File: src/rtl/wb_load_unit.sv
// Load unit between the MEM stage and the synchronous data memory read port.
// Aligns and extends byte/halfword/word loads and registers the result for WB.
// Word-crossing loads are either split into two back-to-back reads merged here
// (MISALIGN_EN=1) or reported as errors after a single read (MISALIGN_EN=0).
//
// Handshake: a load is transferred on a cycle where ld_valid && ld_ready; the
// requester keeps ld_valid and the request fields stable until that cycle.
// ld_ready does not depend on ld_valid.
module wb_load_unit #(
    parameter int unsigned MISALIGN_EN = 1,
    parameter int unsigned ADDR_W      = 32
) (
    input  logic              clk,
    input  logic              rstn,
    input  logic              ld_valid,
    output logic              ld_ready,
    input  logic [ADDR_W-1:0] ld_addr,
    input  logic [2:0]        ld_func3,
    input  logic [4:0]        ld_rd,
    input  logic              flush,
    output logic              mem_en,
    output logic [ADDR_W-1:0] mem_addr,
    input  logic [31:0]       mem_rdata,
    output logic              wb_valid,
    output logic [4:0]        wb_rd,
    output logic [31:0]       wb_data,
    output logic              wb_err,
    output logic              busy
);

    localparam int unsigned WA_W = ADDR_W - 2;

    typedef enum logic [1:0] {
        S_IDLE  = 2'd0,
        S_WAIT1 = 2'd1,
        S_WAIT2 = 2'd2
    } state_t;

    state_t            state_q, state_d;
    logic [2:0]        func3_q, func3_d;
    logic [4:0]        rd_q, rd_d;
    logic [1:0]        off_q, off_d;
    logic              split_q, split_d;
    logic              mis_q, mis_d;
    logic [WA_W-1:0]   base_q, base_d;
    logic [31:0]       lo_q, lo_d;
    logic              wb_valid_q, wb_valid_d;
    logic [4:0]        wb_rd_q, wb_rd_d;
    logic [31:0]       wb_data_q, wb_data_d;
    logic              wb_err_q, wb_err_d;

    logic              accept;
    logic              second_rd;
    logic              need_split;
    logic              result_en;
    logic [4:0]        shamt;
    logic [31:0]       single_sh;
    logic [31:0]       merged_sh;
    logic [31:0]       word_sel;

    function automatic logic legal_f3(input logic [2:0] f3);
        case (f3)
            3'b000, 3'b001, 3'b010, 3'b100, 3'b101: legal_f3 = 1'b1;
            default:                                legal_f3 = 1'b0;
        endcase
    endfunction

    // d already holds the addressed byte/halfword in its low bits
    function automatic logic [31:0] fmt(input logic [2:0] f3, input logic [31:0] d);
        case (f3)
            3'b000:  fmt = {{24{d[7]}}, d[7:0]};
            3'b001:  fmt = {{16{d[15]}}, d[15:0]};
            3'b010:  fmt = d;
            3'b100:  fmt = {24'd0, d[7:0]};
            3'b101:  fmt = {16'd0, d[15:0]};
            default: fmt = 32'd0;
        endcase
    endfunction

    // The second word of a split load is fetched while the first returns
    assign second_rd = (state_q == S_WAIT1) && split_q && !flush;
    assign ld_ready  = rstn && !flush && !((state_q == S_WAIT1) && split_q);
    assign accept    = ld_valid && ld_ready;
    assign mem_en    = rstn && (accept || second_rd);
    assign mem_addr  = second_rd ? {base_q + WA_W'(1), 2'b00}
                                 : {ld_addr[ADDR_W-1:2], 2'b00};

    assign shamt     = {off_q, 3'b000};
    assign single_sh = mem_rdata >> shamt;
    assign merged_sh = 32'({mem_rdata, lo_q} >> shamt);
    assign word_sel  = (state_q == S_WAIT2) ? merged_sh : single_sh;

    // Word-crossing detection for the incoming request
    always_comb begin
        need_split = 1'b0;
        case (ld_func3)
            3'b001, 3'b101: need_split = (ld_addr[1:0] == 2'b11);
            3'b010:         need_split = (ld_addr[1:0] != 2'b00);
            default:        need_split = 1'b0;
        endcase
    end

    // Next state, context capture and result formatting
    always_comb begin
        state_d    = state_q;
        func3_d    = func3_q;
        rd_d       = rd_q;
        off_d      = off_q;
        split_d    = split_q;
        mis_d      = mis_q;
        base_d     = base_q;
        lo_d       = lo_q;
        wb_valid_d = 1'b0;
        wb_rd_d    = wb_rd_q;
        wb_data_d  = wb_data_q;
        wb_err_d   = wb_err_q;
        result_en  = 1'b0;

        if (accept) begin
            func3_d = ld_func3;
            rd_d    = ld_rd;
            off_d   = ld_addr[1:0];
            base_d  = ld_addr[ADDR_W-1:2];
            split_d = need_split && (MISALIGN_EN != 0);
            mis_d   = need_split && (MISALIGN_EN == 0);
        end

        case (state_q)
            S_IDLE: begin
                if (accept) state_d = S_WAIT1;
            end
            S_WAIT1: begin
                if (split_q) begin
                    lo_d    = mem_rdata;
                    state_d = S_WAIT2;
                end else begin
                    result_en = 1'b1;
                    state_d   = accept ? S_WAIT1 : S_IDLE;
                end
            end
            S_WAIT2: begin
                result_en = 1'b1;
                state_d   = accept ? S_WAIT1 : S_IDLE;
            end
            default: state_d = S_IDLE;
        endcase

        if (result_en) begin
            wb_valid_d = 1'b1;
            wb_rd_d    = rd_q;
            if (!legal_f3(func3_q) || mis_q) begin
                wb_data_d = 32'd0;
                wb_err_d  = 1'b1;
            end else begin
                wb_data_d = fmt(func3_q, word_sel);
                wb_err_d  = 1'b0;
            end
        end

        // Flush kills every in-flight load; the visible wb_* are left as they are
        if (flush) begin
            state_d    = S_IDLE;
            wb_valid_d = 1'b0;
            wb_rd_d    = wb_rd_q;
            wb_data_d  = wb_data_q;
            wb_err_d   = wb_err_q;
        end
    end

    // State, context and result registers
    always_ff @(posedge clk or negedge rstn) begin
        if (!rstn) begin
            state_q    <= S_IDLE;
            func3_q    <= 3'd0;
            rd_q       <= 5'd0;
            off_q      <= 2'd0;
            split_q    <= 1'b0;
            mis_q      <= 1'b0;
            base_q     <= '0;
            lo_q       <= 32'd0;
            wb_valid_q <= 1'b0;
            wb_rd_q    <= 5'd0;
            wb_data_q  <= 32'd0;
            wb_err_q   <= 1'b0;
        end else begin
            state_q    <= state_d;
            func3_q    <= func3_d;
            rd_q       <= rd_d;
            off_q      <= off_d;
            split_q    <= split_d;
            mis_q      <= mis_d;
            base_q     <= base_d;
            lo_q       <= lo_d;
            wb_valid_q <= wb_valid_d;
            wb_rd_q    <= wb_rd_d;
            wb_data_q  <= wb_data_d;
            wb_err_q   <= wb_err_d;
        end
    end

    assign wb_valid = wb_valid_q;
    assign wb_rd    = wb_rd_q;
    assign wb_data  = wb_data_q;
    assign wb_err   = wb_err_q;
    assign busy     = (state_q != S_IDLE);

endmodule
File: config.mk
export PLATFORM = sky130hd
export DESIGN_NAME = wb_load_unit
export DESIGN_NICKNAME = d
export VERILOG_FILES = /design/src/rtl/wb_load_unit.sv
export SDC_FILE = /design/constraint.sdc
export NUM_CORES = 1
export LEC_CHECK = 0
export BUFFER_PORTS_ARGS = -buffer_cell sky130_fd_sc_hd__buf_4
export CAP_MARGIN = 20
export CORE_ASPECT_RATIO = 0.7
export CORE_MARGIN = 1.5
export CORE_UTILIZATION = 51
export DETAILED_ROUTE_END_ITERATION = 8
export HOLD_SLACK_MARGIN = 0.03
export PLACE_DENSITY = 0.77
export SLEW_MARGIN = 20
export SYNTH_ARGS = -nofsm -noshare
export SYNTH_HDL_FRONTEND = slang
export SYNTH_SLANG_ARGS = --single-unit
File: constraint.sdc
create_clock -name clk -period 4.9 [get_ports clk]
set_clock_uncertainty 0.05 [all_clocks]
set_input_delay 0.98 -clock clk [delete_from_list [all_inputs] [get_ports clk]]
set_output_delay 0.98 -clock clk [all_outputs]
set_load 0.02 [all_outputs]
### Word-level counts from Yosys, hierarchy flattened

Index checks and enable logic that the tools add are counted.

| word-level totals | value |
|---|---|
| register bits | 114 |
| input bits | 76 |
| output and inout bits | 74 |
| word-level logic and storage cells | 60 |

| operators by class | value |
|---|---|
| add/subtract/negate cells | 1 |
| equal/unequal tests | 11 |
| shifts and indexed selects | 2 |
| mux-type cells | 17 |
| bitwise gates (word level) | 1 |
| reductions and logical operators | 17 |

Operator list:

| kind | number |
|---|---|
| one-hot mux 32 bit (5 select lines) | 1 |
| 2-to-1 mux 32 bit | 3 |
| right shift 64 x 5 -> 32 bit | 1 |
| right shift 32 x 5 -> 32 bit | 1 |
| adder 30 x 1 -> 30 bit (second input constant) | 1 |
| == test 3 bit (second input constant) | 3 |
| 2-to-1 mux 1 bit | 7 |
| == test 3 x 1 -> 1 bit (second input constant) | 2 |
| == test 3 x 2 -> 1 bit (second input constant) | 2 |
| logical AND 1 bit | 6 |
| 2-to-1 mux 2 bit | 3 |
| one-hot mux 2 bit (3 select lines) | 1 |
| OR reduction 5 bit | 1 |
| == test 2 bit (second input constant) | 2 |
| one-hot mux 1 bit (2 select lines) | 2 |
| AND reduction 2 bit | 2 |
| nonzero test 2 bit | 2 |
| zero test 3 bit | 1 |
| inequality test 3 bit (second input constant) | 1 |
| == test 2 x 1 -> 1 bit (second input constant) | 1 |
| zero test 1 bit | 2 |
| zero test 2 bit | 1 |
| OR reduction 2 bit | 1 |
| logical OR 1 bit | 1 |
| inverter 1 bit | 1 |

### Longest topological paths before layout

| logic depth | value |
|---|---|
| depth after elaboration | 9 |
| depth in mapped cells | 9 |
| depth with buffers taken out | 8 |

### Least setup slack after synthesis

No wires, ideal clock.

| timing path | value |
|---|---|
| kind | input-to-output |
| start point | input port flush |
| end point | output port mem_addr[28] |
| data arrival time | 2.015 ns |
| required time | 3.870 ns |
| path slack | 1.855 ns |
| stages | 5 |
| path buffers | 2 |
| cell sequence | nor2_1 buf_2 buf_1 nor2_1 a21oi_1 |

| on the way | value |
|---|---|
| longest elaborated chain between the ends | 3 |

RTL lines:

| element | RTL line | RTL |
|---|---|---|
| start: declaration | 20 | `input logic flush,` |
| zero test 1 bit | 81 | `assign second_rd = (state_q == S_WAIT1) && split_q && !flush;` |
| logical AND 1 bit | 81 |  |
| 2-to-1 mux 32 bit | 85 | `assign mem_addr = second_rd ? {base_q + WA_W'(1), 2'b00}` |
| end: declaration | 22 | `output logic [ADDR_W-1:0] mem_addr,` |

No other way between the ends.

### Final worst setup path

| timing path | value |
|---|---|
| start point | register state_q[1] |
| end point | output port mem_addr[20] |

| on the way | value |
|---|---|
| longest elaborated chain between the ends | 4 |

RTL lines:

| element | RTL line | RTL |
|---|---|---|
| start: declaration | 39 | `state_t state_q, state_d;` |
| start signal: assignment | 186 | `state_q <= state_d;` |
| == test 2 x 1 -> 1 bit | 81 |  |
| logical AND 1 bit (2 in a row) | 81 |  |
| 2-to-1 mux 32 bit | 85 |  |

No other way between the ends.

==> results.rst <==
.. list-table::
   :header-rows: 1

   * - Metric
     - Value
   * - Outcome
     - complete, no violations
   * - Static power due to leakage
     - ~3.8 nW
   * - GP Congestion
     - slightly below 0.9
   * - Place WS
     - 1.49 ns
   * - Core area
     - 12500 um^2
   * - DR DRC count
     - 0
   * - Post_cts resized
     - 0
   * - Cell total after placement
     - 910
   * - Arrival time reported for the critical path endpoint
     - roughly 2.5 ns
   * - Number of violations reported at the end of detailed-routing iteration 0
     - approximately 430
   * - H-tree level count
     - 4
   * - Required time at the endpoint of the critical path
     - roughly 3.9 ns
   * - CTS tree
     - done
   * - Diode count
     - 0
   * - Wire length of the first global-routing pass
     - 27500 um
   * - Fraction of power consumed by the clock network
     - a little over a third
   * - Number of global-route vias before repair
     - 5286
   * - Aggregate negative setup slack
     - 0 ns
   * - Clock root buffer master
     - sky130_fd_sc_hd__clkbuf_16
   * - FILL cells
     - between 900 and 1000
   * - Detail Placement HPWL
     - ~12000 um
   * - Kind of critical path
     - reg2out
   * - Reg power frac
     - around two fifths
   * - CP max FO
     - 32
   * - Die Span Y
     - ~98 um
   * - Post-synth design cell area
     - around 6600 um^2
   * - Count of final setup violators
     - 0
   * - Maximum achievable frequency
     - 284 MHz
   * - Post-Syn Area per Cell
     - roughly 10 um^2
   * - Number of buffers between clock root and the deepest sink
     - 2
   * - Antenna violations before repair
     - 0
   * - Sinks on the clock net
     - 114
   * - Clk Latency, worst-skew pair
     - approximately 0.41 ns
   * - Total routing resource utilization after global routing
     - 25.5%
   * - Sequential cell area fraction in the yosys report
     - 43.4%
   * - NumNets Final
     - roughly 850
   * - Floorplan row count
     - 34
   * - Final Cycle Share
     - between 70% and 80%
   * - Flip-flop and latch count after synthesis
     - roughly 110
   * - WL per Instance
     - 18.4 um
   * - CTS Buf Count
     - 17
   * - DR vias
     - approximately 5400
   * - Switching share of power
     - a little under a third
   * - Slew at the pin with the worst max-slew slack
     - roughly 0.8 ns
   * - Kind of start point of the critical path
     - register
   * - Post-route minimum period
     - between 3 and 4 ns
   * - Worst voltage drop across the vdd grid
     - between 0.2 and 0.3 mV
   * - Critical path endpoint category
     - output port
   * - First-pass iteration count of the detailed router
     - 5
   * - Number of buffers added to fix hold violations after cts
     - 0
   * - Power density over the cells
     - 440 nW/um^2
   * - Number of unique standard cell types used by synthesis
     - 44
   * - Fraction of layout cells with a size suffix above 1
     - 38.1%
   * - Number of endpoints with negative hold slack in the final report
     - 0
   * - Top flip-flop cell by instance count after synthesis
     - sky130_fd_sc_hd__dfrtp_1
   * - Least setup slack across all paths after layout
     - 1.38 ns
   * - Number of warning messages in the yosys log
     - 0
   * - Register clock-pin slew on the reported worst setup and hold paths
     - ~0.060 ns
   * - Number of pins with negative max-slew slack in the final report
     - 0
   * - Number of nets still failing antenna checks after routing
     - 0
   * - Detailed Route WL
     - approximately 17000 um
   * - Chip width
     - roughly 140 um
   * - Setup repair after global routing missed its margin
     - no
   * - Maxcap violations
     - 0
   * - Number of port buffers
     - about 150
   * - Pin count of the biggest net entering global routing
     - between 60 and 70
   * - Post-synth EDFFs
     - 0
   * - Total net switching power
     - 1.17 mW
   * - Internal
     - ~2.5 mW
   * - Top-level port count
     - 150
   * - HP Class
     - reg2reg
   * - Area Growth Syn to Fin
     - 27.3%
   * - Via-to-Cell Ratio
     - 5.74
   * - Worst max-slew margin expressed relative to the limit
     - between 40% and 50%
   * - Starting utilization of the core area
     - around 53%
   * - Final instance count without filler cells
     - ~940
   * - Post CTS Setup Buffer Count
     - 0
   * - Total congestion overflow after global routing
     - 0
   * - Share of flip-flops with an asynchronous set or reset after synthesis
     - 100%
   * - Final design utilization
     - approximately two thirds
   * - Post-Syn Instances
     - 630
   * - Comb power frac
     - between 20% and 30%
   * - Die area
     - 13600 um^2
-- worst paths after layout --
path                       startpoint            to  slack, ns  cells past startpoint
min in group asynchronous        rstn    base_q[15]       0.67                      2
max in group asynchronous        rstn      off_q[0]       2.83                      3
max                        state_q[1]  mem_addr[20]       1.38                      8
min                          wb_rd[4]      wb_rd[4]       0.43                      2
min reg2reg                  wb_rd[4]      wb_rd[4]       0.43                      2
max reg2reg                state_q[1]     base_q[8]       2.19                      7
-- state kept, by name, indices dropped and copies added, names as in the netlist, 2 cells and up --
register and count:
base_q 30, func3_q 3, lo_q 32, off_q 2, rd_q 5, state_q 2
wb_data 32, wb_rd 5
-- synth_stat cells (2+ instances only) --
library cell               number  area share, %
sky130_fd_sc_hd__a211oi_1      14            1.6
sky130_fd_sc_hd__a21oi_1       35            2.7
sky130_fd_sc_hd__a22oi_1       11            1.3
sky130_fd_sc_hd__a31oi_1        2           0.19
sky130_fd_sc_hd__a32oi_1        2           0.27
sky130_fd_sc_hd__and2_1         2           0.19
sky130_fd_sc_hd__and3_1         2           0.19
sky130_fd_sc_hd__and4_1         4           0.53
sky130_fd_sc_hd__buf_1          7           0.40
sky130_fd_sc_hd__buf_2         14            1.1
sky130_fd_sc_hd__buf_4          5           0.57
sky130_fd_sc_hd__buf_6          3           0.51
sky130_fd_sc_hd__clkbuf_1      10           0.57
sky130_fd_sc_hd__dfrtp_1      114             43
sky130_fd_sc_hd__ha_1           6            1.1
sky130_fd_sc_hd__inv_1         10           0.57
sky130_fd_sc_hd__mux2_2        81             14
sky130_fd_sc_hd__mux2i_1       42            6.4
sky130_fd_sc_hd__mux4_2         7            2.4
sky130_fd_sc_hd__nand2_1       65            3.7
sky130_fd_sc_hd__nand2_2        2           0.19
sky130_fd_sc_hd__nand3_1       23            1.8
sky130_fd_sc_hd__nand3_2        9            1.4
sky130_fd_sc_hd__nand4_1        6           0.57
sky130_fd_sc_hd__nand4_4        2           0.65
sky130_fd_sc_hd__nor2_1        41            2.3
sky130_fd_sc_hd__nor2b_1       13            1.2
sky130_fd_sc_hd__nor3_1        14            1.1
sky130_fd_sc_hd__o211ai_1      16            1.8
sky130_fd_sc_hd__o21ai_0       28            2.1
sky130_fd_sc_hd__xnor2_1       22            2.9
sky130_fd_sc_hd__xor2_1         6           0.80
-- kinds of logic (layout without fill, tap and decap cells) --
logic type	after synthesis	after routing	share of synthesized area, %
simple gates	188	188	14.6
flops	114	114	43.4
xor+xnor	28	28	3.73
buf+inv	50	199	3.75
mux	130	130	22.7
fa+ha+maj	6	6	1.14
compound gates	113	113	10.7
other cells	1	2	0.0570
-- placed cells by master, fill, tap and decap left out, types with 2 or more instances in the layout --
master,n
sky130_fd_sc_hd__a211oi_1,14
sky130_fd_sc_hd__a21oi_1,35
sky130_fd_sc_hd__a22oi_1,11
sky130_fd_sc_hd__a31oi_1,2
sky130_fd_sc_hd__a32oi_1,2
sky130_fd_sc_hd__and2_1,2
sky130_fd_sc_hd__and3_1,2
sky130_fd_sc_hd__and4_1,4
sky130_fd_sc_hd__buf_4,156
sky130_fd_sc_hd__bufinv_16,3
sky130_fd_sc_hd__clkbuf_16,17
sky130_fd_sc_hd__clkinv_4,2
sky130_fd_sc_hd__clkinvlp_4,3
sky130_fd_sc_hd__conb_1,2
sky130_fd_sc_hd__dfrtp_1,113
sky130_fd_sc_hd__ha_1,6
sky130_fd_sc_hd__inv_1,10
sky130_fd_sc_hd__inv_6,5
sky130_fd_sc_hd__mux2_2,81
sky130_fd_sc_hd__mux2i_1,42
sky130_fd_sc_hd__mux4_2,7
sky130_fd_sc_hd__nand2_1,65
sky130_fd_sc_hd__nand2_2,2
sky130_fd_sc_hd__nand3_1,22
sky130_fd_sc_hd__nand3_2,10
sky130_fd_sc_hd__nand4_1,6
sky130_fd_sc_hd__nand4_4,2
sky130_fd_sc_hd__nor2_1,40
sky130_fd_sc_hd__nor2b_1,13
sky130_fd_sc_hd__nor3_1,14
sky130_fd_sc_hd__o211ai_1,16
sky130_fd_sc_hd__o21ai_0,28
sky130_fd_sc_hd__xnor2_1,22
sky130_fd_sc_hd__xor2_1,6
-- critical path, cell delays in order (launching register included) --
cell,delay (ns)
sky130_fd_sc_hd__dfrtp_1,0.43
sky130_fd_sc_hd__inv_1,0.11
sky130_fd_sc_hd__ha_1,0.18
sky130_fd_sc_hd__nand2_1,0.11
sky130_fd_sc_hd__nor2_4,0.47
sky130_fd_sc_hd__buf_4,0.40
sky130_fd_sc_hd__nor2_1,0.08
sky130_fd_sc_hd__a21oi_1,0.15
sky130_fd_sc_hd__buf_4,0.16
-- power groups by stage --
stage | clock network (mW) | logic [mW] | registers (mW)
2_1_floorplan | 0 | 0.542 | 1.48
3_3_place_gp | 0 | 0.935 | 1.42
3_5_place_dp | 0 | 0.966 | 1.44
4_1_cts | 1.29 | 0.974 | 1.42
5_1_grt | 1.34 | 1.05 | 1.46
6_report | 1.28 | 0.974 | 1.43
-- metal layers --
layer	part of all wire [%]	vias up	GRT usage, %	wire length, um
met2	45	183	37.7	7790
met1	46	2649	37.2	8040
li1	-	2551	-	-
met5	0	-	0	0
met4	1.4	0	7.13	246
met3	7.1	20	6.96	1230
-- stage by stage --
stage | power, mW | hold slack (ns) | area, um^2
4_1_cts | 3.69 | 0.433 | 8370
2_1_floorplan | 2.02 | 0.383 | 6580
3_5_place_dp | 2.40 | 0.412 | 7760
3_3_place_gp | 2.35 | 0.393 | 7760
5_1_grt | 3.85 | 0.449 | 8370
6_report | 3.68 | 0.429 | 8370
-- area by class of cell --
class	count	area, um^2	share of cell area (%)
clock buffers	18	429	5.13
clock inverters	14	179	2.14
inverters	11	41.3	0.493
multi-input cells	467	3490	41.7
flip-flops and latches	114	2850	34.1
well taps	162	203	2.42
repair buffers	156	1170	14.0
Note: power is estimated with default switching activity, not from simulation.
